## src/rtl/spi_master_tx16.sv

```systemverilog
// SPI mode-0 master transmitter: sends one DATA_WIDTH-bit word MSB-first with
// CS setup, hold and a minimum deselect gap, plus a start/busy/done handshake.
`timescale 1ns/1ps

module spi_master_tx16 #(
  parameter int CLK_DIV    = 4,
  parameter int DATA_WIDTH = 16
) (
  input  logic                  clk,
  input  logic                  reset,
  input  logic                  start,
  input  logic [DATA_WIDTH-1:0] tx_data,
  output logic                  busy,
  output logic                  done,
  output logic                  spi_sclk,
  output logic                  spi_cs_n,
  output logic                  spi_mosi
);

  localparam int BIT_W = $clog2(DATA_WIDTH);
  localparam logic [15:0]      HALF_MAX = 16'(CLK_DIV - 1);
  localparam logic [BIT_W-1:0] LAST_BIT = BIT_W'(DATA_WIDTH - 1);

  typedef enum logic [2:0] {
    IDLE,
    LEAD,
    SHIFT,
    TRAIL,
    GAP
  } state_t;

  state_t                state_q, state_d;
  logic [15:0]           cnt_q, cnt_d;
  logic [BIT_W-1:0]      bit_q, bit_d;
  logic [DATA_WIDTH-1:0] shreg_q, shreg_d;
  logic                  sclk_q, sclk_d;
  logic                  cs_n_q, cs_n_d;
  logic                  busy_q, busy_d;
  logic                  done_q, done_d;
  logic                  wrap;

  // NOTE: every always_comb output gets a default first so no path infers a latch.
  always_comb begin
    state_d = state_q;
    cnt_d   = cnt_q;
    bit_d   = bit_q;
    shreg_d = shreg_q;
    sclk_d  = sclk_q;
    cs_n_d  = cs_n_q;
    busy_d  = busy_q;
    done_d  = 1'b0;
    wrap    = (cnt_q == HALF_MAX);

    if (state_q != IDLE) begin
      cnt_d = wrap ? '0 : cnt_q + 16'd1;
    end

    unique case (state_q)
      IDLE: begin
        if (start) begin
          state_d = LEAD;
          shreg_d = tx_data;
          cs_n_d  = 1'b0;
          busy_d  = 1'b1;
          cnt_d   = '0;
          bit_d   = '0;
        end
      end
      LEAD: begin
        if (wrap) begin
          state_d = SHIFT;
          sclk_d  = 1'b1;
        end
      end
      SHIFT: begin
        if (wrap) begin
          if (!sclk_q) begin
            sclk_d = 1'b1;
          end else begin
            // Falling edge: advance MOSI except after the last bit, which holds.
            sclk_d = 1'b0;
            bit_d  = bit_q + BIT_W'(1);
            if (bit_q == LAST_BIT) begin
              state_d = TRAIL;
            end else begin
              shreg_d = {shreg_q[DATA_WIDTH-2:0], 1'b0};
            end
          end
        end
      end
      TRAIL: begin
        if (wrap) begin
          state_d = GAP;
          cs_n_d  = 1'b1;
          shreg_d = '0;
        end
      end
      GAP: begin
        if (wrap) begin
          state_d = IDLE;
          busy_d  = 1'b0;
          done_d  = 1'b1;
        end
      end
      default: state_d = IDLE;
    endcase
  end

  // NOTE: sequential state uses non-blocking assignments only.
  always_ff @(posedge clk or posedge reset) begin
    if (reset) begin
      state_q <= IDLE;
      cnt_q   <= '0;
      bit_q   <= '0;
      shreg_q <= '0;
      sclk_q  <= 1'b0;
      cs_n_q  <= 1'b1;
      busy_q  <= 1'b0;
      done_q  <= 1'b0;
    end else begin
      state_q <= state_d;
      cnt_q   <= cnt_d;
      bit_q   <= bit_d;
      shreg_q <= shreg_d;
      sclk_q  <= sclk_d;
      cs_n_q  <= cs_n_d;
      busy_q  <= busy_d;
      done_q  <= done_d;
    end
  end

  // MOSI is the shift register MSB, so it is a flop output like the rest.
  assign spi_mosi = shreg_q[DATA_WIDTH-1];
  assign spi_sclk = sclk_q;
  assign spi_cs_n = cs_n_q;
  assign busy     = busy_q;
  assign done     = done_q;

endmodule

```

## config.mk

```make
export PLATFORM = sky130hd
export DESIGN_NAME = spi_master_tx16
export DESIGN_NICKNAME = d
export VERILOG_FILES = /design/src/rtl/spi_master_tx16.sv
export SDC_FILE = /design/constraint.sdc
export NUM_CORES = 1
export LEC_CHECK = 0
export ABC_AREA = 1
export BUFFER_PORTS_ARGS = -buffer_cell sky130_fd_sc_hd__buf_2
export CORE_AREA = 10 10 83 85
export CTS_CLUSTER_SIZE = 10
export DETAILED_ROUTE_END_ITERATION = 10
export DIE_AREA = 0 0 93 95
export PLACE_DENSITY = 0.72
export SLEW_MARGIN = 10
export SYNTH_ARGS = -nofsm -noshare
export SYNTH_HDL_FRONTEND = slang
export SYNTH_SLANG_ARGS = --single-unit
export TNS_END_PERCENT = 5
```

## constraint.sdc

```tcl
create_clock -name clk -period 1.6 [get_ports clk]
set_clock_uncertainty 0.05 [all_clocks]
set_input_delay 0 -clock clk [delete_from_list [all_inputs] [get_ports clk]]
set_output_delay 0 -clock clk [all_outputs]
set_load 0.01 [all_outputs]
```

==> Word-level counts from Yosys, hierarchy flattened <==
Cells that the tools add are included.
{ "totals": {"out_inout_bits": 5, "wordCells": 70, "in_bits": 19, "reg_bits": 43} }
{ "op_classes": {"n_addsub": 2, "n_eq_ne": 14, "mux": 33, "n_reduce_logical": 13} }
{ "ops": {"columns": ["operator", "count"], "rows": [
  ["$mux W16", 9],
  ["$pmux W16 S3", 1],
  ["$mux W3", 7],
  ["$add A16 B1 Y16 const B", 1],
  ["$eq A16 B2 Y1 const B", 1],
  ["$ne A2 B2 Y1 const B", 8],
  ["$pmux W3 S5", 1],
  ["$mux W4", 3],
  ["$reduce_and A3 Y1", 3],
  ["$mux W1", 8],
  ["$pmux W4 S2", 1],
  ["$reduce_bool A2 Y1", 4],
  ["$reduce_and A7 Y1", 1],
  ["$eq A3 B2 Y1 const B", 2],
  ["$pmux W1 S2", 3],
  ["$reduce_and A6 Y1", 1],
  ["$reduce_bool A3 Y1", 2],
  ["$add A4 B1 Y4 const B", 1],
  ["$eq A4 B4 Y1 const B", 1],
  ["$reduce_and A4 Y1", 1],
  ["$eq A3 B1 Y1 const B", 1],
  ["$eq A3 B3 Y1 const B", 1],
  ["$logic_not A3 Y1", 1]
]} }

==> Longest topological paths before layout <==
{ "depth": {"ltp_word": 5, "depth_mapped": 9, "ltp_nobuf": 8} }

==> Worst setup path before layout <==
No wires, ideal clock.
{ "synth_path": {"kind": "register -> register", "startpoint": "reg cnt_q[0]", "endpoint": "reg shreg_q[15]", "stages_incl_launch_ff": 10, "required_time_ps": 1433, "setup_time_ps": 117, "path_buffers": 1, "slack_ps": -58, "arrival_ps": 1492, "cell_sequence": "dfrtp_1 > ha_1 > nand3_1 > nor2_1 > nand2_2 > nand2_2 > nand2_4 > buf_6 > nand2_1 > nand2_1"} }
{ "synth_via": {"elab_chain_len": 3} }
{ "synth_lines": {"columns": ["item", "line_no", "text"], "rows": [
  ["start, declared", "33", "logic [15:0] cnt_q, cnt_d;"],
  ["start signal, assigned", "122", "cnt_q <= cnt_d;"],
  ["$eq A16 B2 Y1 *", "52", "wrap = (cnt_q == HALF_MAX);"],
  ["$ne A2 B2 Y1 (no line)", null, null],
  ["$reduce_and A6 Y1 (no line) *", null, null],
  ["end signal, assigned", "124", "shreg_q <= shreg_d;"],
  ["end, declared", "35", "logic [DATA_WIDTH-1:0] shreg_q, shreg_d;"]
]} }
Every way passes the cells marked *; elsewhere a longest branch is shown, timed or not.
A chain may end at the register's enable or synchronous reset.

==> Worst setup path in the final report <==
{ "layout_path": {"startpoint": "reg state_q[1]", "endpoint": "reg cnt_q[6]"} }
{ "layout_via": {"elab_chain_len": 4} }
{ "layout_lines": {"columns": ["item", "line_no", "text"], "rows": [
  ["start, declared", "32", "state_t state_q, state_d;"],
  ["start signal, assigned", "121", "state_q <= state_d;"],
  ["$reduce_bool A3 Y1", "54", "if (state_q != IDLE) begin"],
  ["$mux W16", "54", null],
  ["$mux W16", "60", "if (start) begin"],
  ["$mux W16 *", "58", "unique case (state_q)"],
  ["net cnt_d[6]", "33", null]
]} }
Mark *: on every way through the listed nets, which the timed path passes. The rest lies on a longest branch.

==> reports/metrics.csv <==
stage,metric,value,unit
outcome,status,finished clean,
finish,drive_gt1_frac,0.239,
critical_path,crit_buf_inv,4,
yosys,synth_compound_area_frac,0.0539,
floorplanning,rows,27,
finish,final_cells,511,
critical_path,worstPathCellList,inv_1 -> buf_4 -> nand2_1 -> buf_4 -> inv_1 -> o31ai_1,
place,post-place-ws,-0.00266,ns
yosys,synth-main-ff-cell,dfrtp_1,
clocking,clock_latency,0.29,ns
yosys,syn_nets,386,
drt,wl_per_cell,13.4,µm
drt,route.detailed.drc,0,
critical_path,crit_type,register to register,
finish,n_fill_cell,527,
yosys,synth_top_area_cell,dfrtp_1,
critical_path,crit_required,1.75,ns
critical_path,critPathTopFamily,buffers and inverters,
place,placed_area,3110,µm²
critical_path,crit_path_top_delay_cell,dfrtp_2,
pwr,powerDensity,1830,nW/µm²
drt,viasPerCell,5.21,
floorplanning,die_height,95,µm
clocking,htreeDepth,2,
floorplanning,core_region_area,5340,µm²
critical_path,cpPeakStageDelay,0.45,ns
yosys,ys_seq_area_frac,0.422,
finish,syn2layout_area_growth,28.2,%
place,dp_hpwl,5030,µm
floorplanning,ios,24,
drt,wl_met2,3380,µm
critical_path,path_max_fanout,7,
yosys,synth.top_cell.area_share,0.411,
place,dp_cells,501,
worst_hold_path,hold_class,input pin to register,
yosys,synth_top_family_by_area,simple AND/OR/NAND/NOR gates,
sta,maxSlewViolCount,0,
sta,slew_headroom,0.543,
drt,wl_met1,2970,µm
clocking,path_clk_slew,0.09,ns
place,io_buffers,23,
yosys,synth_async_sr_flop_share,1.00,
yosys,syn_area,2550,µm²
global_routing,first_global_vias,2528,
pwr,ir_drop,0.955,mV
clocking,cts_tree,done,
yosys,synth_area_leaders,"dfrtp_1 (41%), nand3_1 (17%), nand2_1 (16%), nor2_1 (5.3%), inv_1 (5.0%)",
yosys,syn_inst,365,
yosys,synth_adder_area_share,0.00979,
yosys,ys_ff_latch,43,
pwr,leakage,1.73,nW
critical_path,cp.arrival,1.71,ns
yosys,postSynthAreaPerCell,7.00,µm²
finish,nNetsFinal,459,
finish,fin_area,3280,µm²
run,maxCapViolCount,0,
floorplanning,die_x,93,µm
sta,setup_slack,0.0323,ns
drt,ant_nets,0,
drt,top_layer,met4,
yosys,synthMuxAreaShare,0,
pwr,total_power,5.98,mW
sta,fin_crit,1.57,ns
global_routing,grt_start_max_net_pins,27,
clocking,cts.sinks,43,
sta,fin_crit_sh,0.980,
finish,layout_commonest_cell,nand2_1,
sta,rsz0062_at_grt,yes,
clocking,clk_path_buf_depth,2,
sta,hold_violations,0,
sta,setup_viol,0,
finish,antennaDiodeCount,0,
sta,worstMarginPinSlew,0.681,ns
global_routing,grt_remaining_overflow,0,
yosys,synth_simple_gate_area_frac,0.423,
floorplanning,dieArea,8840,µm²
yosys,synth_edf_count,0,
drt,drtPass1Iterations,5,
clocking,root_buffer,clkbuf_8,
drt,vias,2664,
drt,drt_iter0_drc,219,
clocking,cts_made_buffers,5,
yosys,ys_warn_count,0,
yosys,synth-xor-area-share,0.0137,
critical_path,cp-start-kind,register,
yosys,yosysUniqueCellTypes,25,
global_routing,antenna_found_initial,0,
global_routing,grt_pass1_wl,11100,µm
floorplanning,start_util,0.479,
sta,fmax,638,MHz
drt,met3_length,412,µm
finish,layout_common_cells,"nand2_1 (107), nand3_1 (85), buf_4 (51)",
drt,wirelength,6840,µm
global_routing,grt_use_total,0.151,
critical_path,crit_path_end_kind,register,
place,place_congestion,0.896,
[where the power goes]
part	total (mW)	switching, mW	internal (mW)
clock network	0.857	0.392	0.465
logic	3.50	2.10	1.40
registers	1.63	0.203	1.43
[kinds of logic after synthesis]
kind of cell / after synthesis
adders and majority gates: 2
and+or+nand+nor: 245
DFF: 43
buffers and inverters: 46
xor gates and xnor gates: 4
AOI/OAI and AO/OA: 25
[cell usage after synthesis (3+ instances only)]
cell	instances
nor3_1	3
o21ai_0	12
inv_1	34
nand2_1	109
dfrtp_1	42
buf_4	3
o22ai_1	4
xor2_1	3
nand4_1	3
a21oi_1	6
nand3_1	86
nor2_1	36
clkbuf_1	7
nand2_2	3
[timing repair]
action	in CTS	in global routing
setup endpoints to repair	9	35
gates resized for setup	2	11
setup buffers	0	0
hold buffers	2	0
endpoints found under the hold margin	17	0
[routing by layer]
layer | vias up | GRT usage
met5 | - | 0
met4 | 0 | 0.0437
met3 | 8 | 0.0325
met2 | 82 | 0.260
met1 | 1237 | 0.187
li1 | 1337 | -
[path summary, 6_finish.rpt]
kind                                        startpoint                 endpoint  slack [ns]  cells after the start
worst max-delay path            state_q[1]$_DFFE_PP0P_       cnt_q[6]$_DFF_PP0_        0.03                      6
worst min-delay path                        tx_data[5]   shreg_q[5]$_DFFE_PP0P_       0.005                      5
worst max register to register  state_q[1]$_DFFE_PP0P_       cnt_q[6]$_DFF_PP0_        0.03                      6
worst min register to register  shreg_q[5]$_DFFE_PP0P_   shreg_q[5]$_DFFE_PP0P_        0.43                      2
max in group asynchronous                        reset  shreg_q[15]$_DFFE_PP0P_        0.78                      4
min in group asynchronous                        reset       cnt_q[8]$_DFF_PP0_        0.21                      3
[layout make-up]
| class | instances | area, µm² | share of cell area |
|---|---|---|---|
| clock buffer | 5 | 68.8 | 0.0210 |
| clock inverter | 3 | 43.8 | 0.0134 |
| inverter | 34 | 131 | 0.0401 |
| multi-input combinational | 276 | 1310 | 0.401 |
| sequential | 43 | 1080 | 0.329 |
| tap | 72 | 90.1 | 0.0275 |
| timing repair buffer | 78 | 549 | 0.168 |
[per-stage QoR]
stage | setup TNS [ns] | util | hold WS, ns
floorplan | 0 | - | 0.165
global placement | 0 | 0.582 | -0.00467
detailed placement | -0.00266 | 0.582 | 0.00259
CTS | 0 | 0.608 | 0.00249
global route | -0.502 | 0.614 | 0.0275
finish | 0 | 0.614 | 0.00455
[registers in the layout (all words and copies together) (netlist names)]
| name | count |
|---|---|
| spi_cs_n | 1 |
| state_q | 3 |
| shreg_q | 16 |
| cnt_q | 16 |
| spi_sclk | 1 |
| busy | 1 |
| done | 1 |
| bit_q | 4 |
[worst register-to-register path, cell delays in order, from the launching register on]
cell	delay [ns]
dfrtp_2	0.45
inv_1	0.09
buf_4	0.15
nand2_1	0.22
buf_4	0.19
inv_1	0.07
o31ai_1	0.26
Note: power is estimated with default switching activity, not from simulation.
